[src/rtl/eeg_dly_pkg.sv]
// Shared definitions for the programmable sample-delay controller.
//  dly_state_t : controller state (FILL while the ring is being primed, RUN when emitting)
//  clamp_dly   : limits a requested delay to the ring depth
package eeg_dly_pkg;

  typedef enum logic {
    ST_FILL = 1'b0,
    ST_RUN  = 1'b1
  } dly_state_t;

  function automatic int unsigned clamp_dly(input int unsigned req,
                                            input int unsigned max_dly);
    return (req > max_dly) ? max_dly : req;
  endfunction

endpackage

[src/rtl/prog_delay_ctrl_if.sv]
// Sample stream bundle between the front-end sample stage and the delay controller.
//  IN_VLD / DIN   : input sample strobe and data (source -> controller)
//  OUT_VLD / DOUT : delayed sample strobe and data (controller -> sink)
//  master : stream source/sink side (drives IN_VLD, DIN)
//  slave  : delay controller side (drives OUT_VLD, DOUT)
interface prog_delay_ctrl_if #(
  parameter int unsigned DATA_WIDTH = 8
);
  logic                  IN_VLD;
  logic [DATA_WIDTH-1:0] DIN;
  logic                  OUT_VLD;
  logic [DATA_WIDTH-1:0] DOUT;

  modport master (output IN_VLD, DIN, input  OUT_VLD, DOUT);
  modport slave  (input  IN_VLD, DIN, output OUT_VLD, DOUT);
endinterface

[src/rtl/delay_ring_buf.sv]
// Circular register buffer with one write port and one asynchronous read port.
//  clk, rst_n : clock, asynchronous active-low reset (write pointer only)
//  wr_en      : write DIN-side data at the write pointer and advance it
//  wr_data    : data to write
//  rd_dly     : read distance behind the write pointer (0..MAX_DELAY)
//  rd_data    : ring[(wp - rd_dly) mod MAX_DELAY], read before this cycle's write
module delay_ring_buf #(
  parameter int unsigned DATA_WIDTH = 8,
  parameter int unsigned MAX_DELAY  = 16,
  parameter int unsigned DLY_W      = $clog2(MAX_DELAY + 1)
) (
  input  logic                  clk,
  input  logic                  rst_n,
  input  logic                  wr_en,
  input  logic [DATA_WIDTH-1:0] wr_data,
  input  logic [DLY_W-1:0]      rd_dly,
  output logic [DATA_WIDTH-1:0] rd_data
);

  localparam int unsigned AW = (MAX_DELAY > 1) ? $clog2(MAX_DELAY) : 1;
  localparam int unsigned SW = DLY_W + 1;

  logic [DATA_WIDTH-1:0] ring [MAX_DELAY];
  logic [AW-1:0]         wp;
  logic [SW-1:0]         wp_ext;
  logic [SW-1:0]         rd_ext;
  logic [AW-1:0]         rd_addr;

  always_ff @(posedge clk or negedge rst_n) begin
    if (!rst_n) begin
      wp <= '0;
    end else if (wr_en) begin
      wp <= (wp == AW'(MAX_DELAY - 1)) ? '0 : wp + AW'(1);
    end
  end

  always_ff @(posedge clk) begin
    if (wr_en) begin
      ring[wp] <= wr_data;
    end
  end

  // Modulo subtraction without a divider: add the depth back when wp < rd_dly.
  // rd_dly == MAX_DELAY lands on wp itself, i.e. the entry about to be overwritten.
  always_comb begin
    wp_ext = SW'(wp);
    if (wp_ext >= SW'(rd_dly)) begin
      rd_ext = wp_ext - SW'(rd_dly);
    end else begin
      rd_ext = wp_ext + SW'(MAX_DELAY) - SW'(rd_dly);
    end
    rd_addr = AW'(rd_ext);
    rd_data = ring[rd_addr];
  end

endmodule

[src/rtl/prog_delay_ctrl.sv]
// Programmable delay controller for EEG channel sample streams. Delays DIN by
// ACT_DLY input samples (counted in IN_VLD strobes), priming the ring in FILL
// after reset and after every reconfiguration so stale data is never emitted.
//  CLK, RST_N : clock, asynchronous active-low reset
//  CFG_DLY    : requested delay in samples (clamped to MAX_DELAY on load)
//  CFG_LOAD   : 1-cycle pulse, latches CFG_DLY and restarts the fill
//  strm       : sample stream (IN_VLD/DIN in, OUT_VLD/DOUT out)
//  CFG_BUSY   : high while filling
//  ACT_DLY    : delay currently in force
module prog_delay_ctrl
  import eeg_dly_pkg::*;
#(
  parameter int unsigned DATA_WIDTH = 8,
  parameter int unsigned MAX_DELAY  = 16,
  parameter int unsigned DLY_W      = $clog2(MAX_DELAY + 1),
  parameter int unsigned DLY_RST    = 0
) (
  input  logic                 CLK,
  input  logic                 RST_N,
  input  logic [DLY_W-1:0]     CFG_DLY,
  input  logic                 CFG_LOAD,
  prog_delay_ctrl_if.slave     strm,
  output logic                 CFG_BUSY,
  output logic [DLY_W-1:0]     ACT_DLY
);

  localparam dly_state_t ST_AFTER_RST = (DLY_RST > 0) ? ST_FILL : ST_RUN;

  dly_state_t            state, state_n;
  logic [DLY_W-1:0]      fill_cnt, fill_n;
  logic [DLY_W-1:0]      act_n;
  logic [DLY_W-1:0]      cfg_clamped;
  logic                  emit;
  logic [DATA_WIDTH-1:0] emit_data;
  logic [DATA_WIDTH-1:0] rd_data;

  delay_ring_buf #(
    .DATA_WIDTH (DATA_WIDTH),
    .MAX_DELAY  (MAX_DELAY),
    .DLY_W      (DLY_W)
  ) u_ring (
    .clk     (CLK),
    .rst_n   (RST_N),
    .wr_en   (strm.IN_VLD),
    .wr_data (strm.DIN),
    .rd_dly  (ACT_DLY),
    .rd_data (rd_data)
  );

  assign cfg_clamped = DLY_W'(clamp_dly(32'(CFG_DLY), MAX_DELAY));
  assign CFG_BUSY    = (state == ST_FILL);

  always_ff @(posedge CLK or negedge RST_N) begin
    if (!RST_N) begin
      state        <= ST_AFTER_RST;
      fill_cnt     <= '0;
      ACT_DLY      <= DLY_W'(DLY_RST);
      strm.OUT_VLD <= 1'b0;
      strm.DOUT    <= '0;
    end else begin
      state        <= state_n;
      fill_cnt     <= fill_n;
      ACT_DLY      <= act_n;
      strm.OUT_VLD <= emit;
      if (emit) begin
        strm.DOUT <= emit_data;
      end
    end
  end

  always_comb begin
    state_n   = state;
    fill_n    = fill_cnt;
    act_n     = ACT_DLY;
    emit      = 1'b0;
    emit_data = (ACT_DLY == '0) ? strm.DIN : rd_data;

    if (CFG_LOAD) begin
      // A coincident sample is strobe 0 under the new delay; nothing is
      // emitted under the old one.
      act_n  = cfg_clamped;
      fill_n = '0;
      if (cfg_clamped == '0) begin
        state_n   = ST_RUN;
        emit      = strm.IN_VLD;
        emit_data = strm.DIN;
      end else if (strm.IN_VLD) begin
        if (cfg_clamped == DLY_W'(1)) begin
          state_n = ST_RUN;
        end else begin
          state_n = ST_FILL;
          fill_n  = DLY_W'(1);
        end
      end else begin
        state_n = ST_FILL;
      end
    end else if (strm.IN_VLD) begin
      if (state == ST_FILL) begin
        if ((fill_cnt + DLY_W'(1)) == ACT_DLY) begin
          state_n = ST_RUN;
          fill_n  = '0;
        end else begin
          fill_n = fill_cnt + DLY_W'(1);
        end
      end else begin
        emit = 1'b1;
      end
    end
  end

endmodule
[src/flat_wrapper.sv]
// flat-port wrapper written by rule: the top's interface ports become plain ports
module prog_delay_ctrl_flat import eeg_dly_pkg::*;
#(
  parameter int unsigned DATA_WIDTH = 8,
  parameter int unsigned MAX_DELAY  = 16,
  parameter int unsigned DLY_W      = $clog2(MAX_DELAY + 1),
  parameter int unsigned DLY_RST    = 0
)
  (CLK, RST_N, CFG_DLY, CFG_LOAD, CFG_BUSY, ACT_DLY, strm_IN_VLD, strm_DIN, strm_OUT_VLD, strm_DOUT);
  prog_delay_ctrl_if #(.DATA_WIDTH(DATA_WIDTH)) strm_i ();
  input  logic CLK;
  input  logic RST_N;
  input  logic [DLY_W-1:0] CFG_DLY;
  input  logic CFG_LOAD;
  output logic CFG_BUSY;
  output logic [DLY_W-1:0] ACT_DLY;
  input wire logic [$bits(strm_i.IN_VLD)-1:0] strm_IN_VLD;
  input wire logic [$bits(strm_i.DIN)-1:0] strm_DIN;
  output wire logic [$bits(strm_i.OUT_VLD)-1:0] strm_OUT_VLD;
  output wire logic [$bits(strm_i.DOUT)-1:0] strm_DOUT;
  assign strm_i.IN_VLD = strm_IN_VLD;
  assign strm_i.DIN = strm_DIN;
  assign strm_OUT_VLD = strm_i.OUT_VLD;
  assign strm_DOUT = strm_i.DOUT;
  prog_delay_ctrl #(.DATA_WIDTH(DATA_WIDTH), .MAX_DELAY(MAX_DELAY), .DLY_W(DLY_W), .DLY_RST(DLY_RST)) u_core (.CLK(CLK), .RST_N(RST_N), .CFG_DLY(CFG_DLY), .CFG_LOAD(CFG_LOAD), .strm(strm_i), .CFG_BUSY(CFG_BUSY), .ACT_DLY(ACT_DLY));
endmodule
[config.mk]
export PLATFORM = sky130hd
export DESIGN_NAME = prog_delay_ctrl_flat
export DESIGN_NICKNAME = d
export VERILOG_FILES = /design/src/rtl/eeg_dly_pkg.sv /design/src/rtl/prog_delay_ctrl_if.sv /design/src/rtl/delay_ring_buf.sv /design/src/rtl/prog_delay_ctrl.sv /design/src/flat_wrapper.sv
export SDC_FILE = /design/constraint.sdc
export NUM_CORES = 1
export LEC_CHECK = 0
export BUFFER_PORTS_ARGS = -buffer_cell sky130_fd_sc_hd__buf_4
export CAP_MARGIN = 20
export CORE_ASPECT_RATIO = 0.6
export CORE_MARGIN = 2
export CORE_UTILIZATION = 65
export DETAILED_ROUTE_END_ITERATION = 10
export PLACE_DENSITY = 0.87
export SYNTH_ARGS = -nofsm -noshare
export SYNTH_HDL_FRONTEND = slang
export SYNTH_SLANG_ARGS = --single-unit
[constraint.sdc]
create_clock -name CLK -period 8.7 [get_ports CLK]
set_input_delay 0.435 -clock CLK [delete_from_list [all_inputs] [get_ports CLK]]
set_output_delay 0.435 -clock CLK [all_outputs]
set_load 0.01 [all_outputs]
==> impl.org, run 1 <==
** Global routing
- Initial antenna violation count :: 0
- Global-route total usage across every layer :: 0.290
- Maximum number of pins on one net before global-route repair :: 47
- Met1 capacity usage during global routing :: 0.414
- Fraction of met2 tracks used by global routing :: 0.445
- Via count of the first global-routing pass :: 3,909
- Global-route wire length before repair :: 22.2 mm
- Global route overflow :: 0
- Global route hottest layer :: met2
- For this run, global-route usage on met3 was measured as 0.0778.

** Critical path
- Element type at the critical path end :: register
- Number of cell instances on the worst register-to-register path :: 9
- Arrival time at the worst endpoint :: 3540 ps
- Worst Setup Start Kind :: register
- Reg2reg end :: u_core.strm.DOUT[7]
- In this run the worst path has a maximum fanout of 18.
- Setup slack of the most critical reg-to-reg path :: 5470 ps
- The worst setup path is of the register to register kind.
- Origin of the critical flop-to-flop path :: u_core.u_ring.wp[0]
- Required time of the critical path :: between 9000 and 10,000 ps

** Clocking
- Clock latency on the worst-skew pair, taken at its later pin, is slightly above 400 ps.
- Clock slew seen by the registers of the worst setup and hold paths :: 60 ps
- H-tree depth reported by CTS :: 4
- TritonCTS created 17 clock buffers.
- Clock tree from TritonCTS :: done
- Counting along the longest clock path gives a buffer depth of 2.
- For this design, the sink count on the clock tree is between 150 and 200.
- The cell sitting at the root of the clock tree is a clkbuf_16.

** Timing
- The number of slew-limit violations in the final report came to 0.
- Slew @ Worst Pin :: ~990 ps
- Unrepaired setup endpoints after global routing :: no
- The hold violation count in the final report was 0.
- Clock skew on the completed layout was measured at 5.52 ps.
- Final period utilization :: 0.371
- For this run, the top clock speed supported by timing is 0.310 GHz.
- The routed design could run at a clock period as short as ~3200 ps.
- Headroom to the max-slew limit came out at 0.336.
- Hold is met by 280 ps.
- After routing, the total negative slack on setup checks comes to 0 ps.
- Setup violations remaining at the end of the flow were counted as 0.

** Die
- The initial utilization of the core area, before any placement, comes to 0.665.
- Measured along the x axis, the die boundary spans 133 µm.
- The die is between 80 and 90 µm tall.
- The floorplan step defined a core boundary enclosing approximately 9800 µm².
- Number of standard-cell rows in the floorplan :: 28
- For this design the top-level I/O count stands at 32.
- Total Die Area :: 10,900 µm²

** Cells and area
- After the last flow step, the layout net total stands at 457.
- Fraction of layout cells with a size suffix above 1 :: 0.242
- For this run, the share of the core covered by cells in the final layout is 0.759.
- Summing all flip-flop and latch instances after layout gives around 4400 µm².
- The count of cells in the finished layout, fillers not included, comes to a little under 600.
- Summing all multi-input logic gate instances after layout gives around 2000 µm².
- Number of diodes added for antenna fixing :: 0
- Compared with the post-synthesis result, the final layout area differs by 14.1%.
- Fill cells in the final layout number ~550.
- The finished cells cover between 7000 and 8000 µm².

** Place
- The HPWL after detailed placement is roughly 9.2 mm.
- The placed instances occupy a cell area of just under 7000 µm².
- Instance count after placement with tap cells included :: roughly 550
- Routability-driven placement finished with a final weighted congestion of roughly 0.85.
- Quantity of I/O buffers inserted on ports :: 31

** Power
- IR drop worst, VDD :: 0.197 mV
- Leakage power of the design :: 2.60 nW
- Power density of the placed cells :: 312 nW/µm²

** Logic synthesis
- Number of synthesized register bits :: 152
- Yosys top cell area share :: 0.589
- Synthesis produced a little under 400 cells.
- Of the synthesized area, sequential elements account for 0.682.
- Dominant synthesized flop cell :: edfxtp_1
- Averaged over all synthesized cells, the footprint is between 15 and 20 µm².
- Yosys warnings :: 0
- The largest total area in the synthesized netlist belongs to edfxtp_1.
- In this run, synthesis inferred around 130 flip-flops with an integrated enable.
- Post-Synthesis Cell Area :: roughly 6500 µm²
- Async set-reset flop share out of synthesis :: 0.158
- Number of nets in the synthesized netlist :: approximately 420
- Distinct cell type count after synthesis :: 45
- Synth area leaders :: edfxtp_1, dfrtp_1, mux4_2
- Most common cell in the synthesized netlist :: edfxtp_1
- After synthesis, the most frequently instantiated cells are edfxtp_1, mux4_2, dfrtp_1, nor2_1, nor2b_1.

** Min path
- The worst hold path belongs to the class input pin to register.
- The worst hold path begins at CFG_DLY[3].
- Along the worst hold path, the cell count comes to 3.
- For hold timing, the worst endpoint is u_core.ACT_DLY[3].

** Run
- Max-cap violations in this run came to 0.

** Drt
- For this run, design rule violations remaining after detail routing come to 0.
- Average via count per standard cell :: 6.80
- The detail route stage leaves a number of antenna-violating nets equal to 0.
- The first detailed-routing pass ran for 6 iterations.
- For this block, the routed nets add up to 14.6 mm of wire.
- The detailed router finished its first iteration with about 630 violations.
- Detailed routing inserted a total of slightly below 4,000 vias.
- Routed wire per std cell :: 25.2 µm

** Run status
- The flow ran to the end, and the final reports show no timing, DRC or antenna violations.
logic make-up after synthesis:
| family | synth area share |
|---|---|
| buf+inv | 0.0211 |
| simple gates | 0.0806 |
| xor+xnor | 0.0200 |
| fa+ha+maj | 0.0184 |
| mux | 0.116 |
| compound gates | 0.0625 |
| flops | 0.682 |
worst max path at each step:
stage | startpoint | cells after the start | to
2_1_floorplan | u_core.u_ring.wp[0] | 10 | u_core.strm.DOUT[1]
3_3_place_gp | u_core.u_ring.wp[0] | 9 | u_core.strm.DOUT[0]
3_5_place_dp | u_core.u_ring.wp[0] | 9 | u_core.strm.DOUT[7]
4_1_cts | u_core.u_ring.wp[0] | 9 | u_core.strm.DOUT[7]
5_1_grt | u_core.u_ring.wp[0] | 9 | u_core.strm.DOUT[0]
6_report | u_core.u_ring.wp[0] | 9 | u_core.strm.DOUT[7]
per-layer routing:
metal  part of all wire  up-vias
li1                   -     1649
met1               0.42     1975
met2               0.45      277
met3               0.12       27
met4              0.015        0
met5                  0        -
area by class of cell:
| class | count | area share |
|---|---|---|
| Multi-Input combinational cell | 215 | 0.262 |
| Tap cell | 135 | 0.0227 |
| Inverter | 9 | 0.00454 |
| Timing Repair Buffer | 36 | 0.0367 |
| Sequential cell | 152 | 0.597 |
| Clock buffer | 21 | 0.0592 |
| Clock inverter | 10 | 0.0173 |
power breakdown:
group / switching (W) / internal (W) / total [W]
registers: 0.0000485 / 0.000864 / 0.000912
clock network: 0.000271 / 0.000446 / 0.000717
logic: 0.000386 / 0.000304 / 0.000690
critical path, cell delays in order (launching register included):
cell and delay [ps]:
dfrtp_1 430, inv_1 190, ha_1 200, inv_1 60, fa_2 380, xnor2_4 640
or2_2 360, a211oi_1 100, or4_1 500, a311oi_1 280
per-stage QoR:
step	setup slack, ps	total power, W
after floorplan	5950	0.00141
after global placement	5640	0.00157
after detailed placement	5520	0.00160
after CTS	5470	0.00231
after global routing	5280	0.00240
final	5470	0.00232
placed cells by master (no fill, tap or decap), types with 4 or more instances in the layout:
cell       count
edfxtp_1     128
buf_4         35
mux4_2        24
dfrtp_1       23
clkbuf_16     17
nor2_1        16
nor2b_1       16
nand2_1       14
o22ai_1       13
mux2_2        12
o21ai_0       10
inv_1          9
and3_1         9
a221oi_1       8
mux2i_1        8
a311oi_1       8
ha_1           8
xnor2_1        7
nand2b_1       6
a21oi_1        6
or3_1          6
a211oi_1       6
nand3_1        5
nand3b_1       4
or4_1          4
clkbuf_1       4
sequential cells by signal, indices dropped and copies added, names as in the netlist:
name	flops
u_core.u_ring.wp	4
u_core.strm.OUT_VLD	1
u_core.ACT_DLY	5
u_core.state	1
u_core.fill_cnt	5
u_core.strm.DOUT	8
u_core.u_ring.ring	128
repair_timing:
item	4_1_cts	5_1_grt
resized for setup	0	0
endpoints found under the hold margin	23	0
hold buffers	1	0
setup buffers	0	0
Power figures use the tool's default switching activity.
==> run 2, diff against run 1 <==
--- a/config.mk
+++ b/config.mk
@@ -9,9 +9,9 @@
 export CAP_MARGIN = 20
 export CORE_ASPECT_RATIO = 0.6
 export CORE_MARGIN = 2
-export CORE_UTILIZATION = 65
+export CORE_UTILIZATION = 61
 export DETAILED_ROUTE_END_ITERATION = 10
-export PLACE_DENSITY = 0.87
+export PLACE_DENSITY = 0.82
 export SYNTH_ARGS = -nofsm -noshare
 export SYNTH_HDL_FRONTEND = slang
 export SYNTH_SLANG_ARGS = --single-unit
==> constraint.sdc (replaced) <==
create_clock -name CLK -period 3.2 [get_ports CLK]
set_input_delay 0.16 -clock CLK [delete_from_list [all_inputs] [get_ports CLK]]
set_output_delay 0.16 -clock CLK [all_outputs]
set_load 0.01 [all_outputs]
==> run 2 against run 1 <==
Effect of this change:
- sequential cell count unchanged
- first-iteration DRC count increased by 1.9%
- routed wire length increased by 1.0%
- die area increased by 6.3%
- critical endpoint is now u_core.strm.DOUT[5]
- largest cell class unchanged
- highest routed layer unchanged
- worst setup slack got worse by 5300 ps
- power increased to 2.8 times the previous value
- sequential power increased to 2.7 times the previous value
- sequential share of layout area decreased by 0.73 points
- clock-buffer cell count decreased by 3
==> impl.org, run 2 (synthesis results as in run 1) <==
** Power
- The maximum resistive drop on vdd is 0.609 mV (was 0.197 mV).
- The leakage component of the power is 2.65 nW (was 2.60 nW).
- Power density of the placed cells :: 849 nW/µm² (was 312 nW/µm²)

** Critical path
- The category of cells accounting for the largest share of critical-path delay is adder cells (was simple AND/OR/NAND/NOR gates).
- Chain of cells forming the critical path :: inv_1 -> ha_1 -> inv_1 -> fa_2 -> buf_12 -> mux4_2 -> nor2b_1 -> or3_1 -> a311oi_1 (was inv_1 -> ha_1 -> inv_1 -> fa_2 -> xnor2_4 -> or2_2 -> a211oi_1 -> or4_1 -> a311oi_1)
- The endpoint of the most critical register-to-register path is u_core.strm.DOUT[5] (was u_core.strm.DOUT[7]).
- The count of buffering cells on the critical path with inverters included is 3 (was 2).
- Number of cell instances on the worst register-to-register path :: 9 (unchanged)
- Required time of the critical path :: 3510 ps (was 9010 ps)
- The worst path arrival time came to 3300 ps (was 3540 ps).
- Setup slack of the most critical reg-to-reg path :: 210 ps (was 5470 ps)
- Element type at the critical path end :: register (unchanged)
- The startpoint kind of the worst setup timing path is a register (unchanged).
- Most common cell type on the critical path :: inv_1 (unchanged)
- Origin of the critical flop-to-flop path :: u_core.u_ring.wp[0] (unchanged)
- Critical Path Slowest Stage Cell :: fa_2 (was xnor2_4)
- Class of the most critical setup path :: register to register (unchanged)
- Stage delay of the slowest cell on the critical path :: 780 ps (was 640 ps)
- The maximum fanout along the worst path is 36 (was 18).

** Timing
- The ratio of final minimum period to clock period came to 0.935 (was 0.371).
- The total of endpoints with negative setup slack in the final report was 0 (unchanged).
- Unrepaired setup endpoints after global routing: no (unchanged).
- The number of slew-limit violations in the final report came to 0 (unchanged).
- Post-Route Setup TNS :: 0 ps (unchanged)
- Slew @ Worst Pin :: 887 ps (was 992 ps)
- The shortest period the worst path allows is 2990 ps (was 3230 ps).
- Achievable clock frequency :: 0.334 GHz (was 0.310 GHz)
- Worst hold slack across all endpoints :: 12.8 ps (was 280 ps)
- The remaining max-slew budget at the tightest pin came to 0.407 (was 0.336).
- The hold violation count in the final report came to 0 (unchanged).
- The final setup skew is 8.70 ps (was 5.52 ps).

** Clocking
- Clock tree from TritonCTS :: done (unchanged)
- The clock slew seen by the registers of the worst setup and hold paths was 60 ps (about the same).
- Bufs on Longest Clock Path :: 2 (unchanged)
- Total clock buffers created by CTS :: 17 (unchanged)
- The cell at the root of the clock tree is clkbuf_16 (unchanged).
- Sink count of the clock tree :: 152 (unchanged)
- Number of instances resized during post-cts repair :: 0 (unchanged)
- The maximum level of the CTS H-tree is 4 (unchanged).
- Post-CTS Setup Bufs :: 0 (unchanged)
- The clock latency of the later-clocked register in the worst-skew pair was 430 ps (was 410 ps).

** Die
- The die outline height came to 84.1 µm (was 81.6 µm).
- The row count came to 29 (was 28).
- The initial core utilization was 0.622 (was 0.665).
- Total Die Area :: 11,600 µm² (was 10,900 µm²)
- Top-Level Pins :: 32 (unchanged)
- Core outline area :: 10,500 µm² (was 9810 µm²)
- Die width :: 137 µm (was 133 µm)

** Drt
- Routed wire length :: 14.7 mm (was 14.6 mm)
- Average via count per standard cell :: 6.59 (was 6.80)
- DR pass1 iterations :: 7 (was 6)
- The remaining antenna violation count was 0 (unchanged).
- The total number of vias was 3,902 (was 3,928).
- The number of DRC violations after detailed-routing iteration 0 was 641 (was 629).
- The mean routed wirelength per cell is 24.9 µm (was 25.2 µm).
- The DRC violation count after routing is 0 (unchanged).

** Run status
- Result of the run :: completed (unchanged)

** Cells and area
- Fill cells :: 639 (was 554)
- The most common cell after layout, fill and taps aside was edfxtp_1 (unchanged).
- Leading registers by flop count: u_core.u_ring.ring: 128 flops, u_core.strm.DOUT: 8 flops (unchanged).
- Number of diodes added for antenna fixing :: 0 (unchanged)
- Most frequent cells in the layout :: edfxtp_1, buf_4, mux4_2 (unchanged)
- The fraction of layout cells with a size suffix above 1 came to 0.256 (was 0.242).
- The synthesis-to-finish area growth came to 15.5% (was 14.1%).
- Register with the most flip-flops :: u_core.u_ring.ring (unchanged)
- The number of nets in the layout was 466 (was 457).
- The flip-flop count of the largest register, all copies and words added was 128 (unchanged).

** Min path
- Startpoint of the worst hold path :: CFG_DLY[2] (was CFG_DLY[3])
- Path category of the worst min-delay check :: input pin to register (unchanged)
- The worst hold path endpoint is u_core.ACT_DLY[2] (was u_core.ACT_DLY[3]).
- The worst hold path stage count is 3 (unchanged).

** Global routing
- Via count of the first global-routing pass :: 3,792 (was 3,909)
- Global-route wire length before repair :: 22.3 mm (was 22.2 mm)
- Initial antenna violation count :: 0 (unchanged)
- Global route overflow :: 0 (unchanged)
- Maximum number of pins on one net before global-route repair :: 37 (was 47)
- The global-route total usage across every layer came to 0.277 (was 0.290).

** Place
- Dpl hpwl :: 9.27 mm (was 9.16 mm)
- The final weighted congestion of routability-driven global placement is 0.860 (was 0.851).
- Quantity of I/O buffers inserted on ports :: 31 (unchanged)

** Run
- The number of maximum-capacitance violations is 0 (unchanged).
==> run 2: changes by cell type in the layout (fill, tap and decap cells not counted), sizes merged, moves of 2 or more <==
cell / previous run / this run
buf: 35 / 41
bufinv: 3 / 1
clkbuf: 21 / 18
clkinv: 6 / 4
dlygate4sd3: 1 / 4
inv: 9 / 16
==> run 2: where the power goes <==
part	switching (W)	internal, W	total [W]
clock	0.000844	0.00109	0.00193
sequential	0.000126	0.00235	0.00247
combinational	0.00109	0.000904	0.00199
==> run 2: how the worst max path moves through the flow <==
stage	start	end	depth (start not counted)
2_1_floorplan	u_core.u_ring.wp[0]	u_core.strm.DOUT[1]	10
3_3_place_gp	u_core.u_ring.wp[0]	u_core.strm.DOUT[5]	9
3_5_place_dp	u_core.u_ring.wp[0]	u_core.strm.DOUT[1]	8
4_1_cts	u_core.u_ring.wp[0]	u_core.strm.DOUT[5]	9
5_1_grt	u_core.u_ring.wp[0]	u_core.strm.DOUT[5]	9
6_report	u_core.u_ring.wp[0]	u_core.strm.DOUT[5]	9
==> run 2: layer usage <==
layer / part of all wire / GRT usage / up-vias
li1: - / - / 1661
met1: 0.43 / 0.428 / 1947
met2: 0.44 / 0.375 / 264
met3: 0.11 / 0.0789 / 30
met4: 0.022 / 0.108 / 0
met5: 0 / 0 / -
==> run 2: layout make-up <==
class,instances,area (µm²),share of cell area
Timing Repair Buffer,45,373,0.0495
Tap cell,139,174,0.0231
Multi-Input combinational cell,215,1940,0.258
Clock buffer,18,429,0.0570
Sequential cell,152,4450,0.590
Clock inverter,14,138,0.0183
Inverter,9,33.8,0.00448
==> run 2: what timing repair did <==
action | in CTS | in global routing
hold buffers | 4 | 0
setup endpoints to repair | 0 | 0
endpoints found under the hold margin | 27 | 0
==> run 2: stage by stage <==
step | instances | area [µm²] | setup WS (ps) | total power, W | utilization
after floorplan | 397 | 6520 | 452 | 0.00383 | -
after global placement | 556 | 6930 | 382 | 0.00438 | 0.661
after detailed placement | 556 | 6930 | 283 | 0.00444 | 0.661
after CTS | 592 | 7530 | 209 | 0.00638 | 0.719
after global routing | 592 | 7530 | 53.4 | 0.00663 | 0.719
final | 592 | 7530 | 209 | 0.00640 | 0.719
==> run 2: tightest hold or removal path: cells and delay by family <==
family                 cells  cell delay [ps]
buffers and inverters      1               80
AO/OA/AOI/OAI              1               80
AND/OR/NAND/NOR            1               70
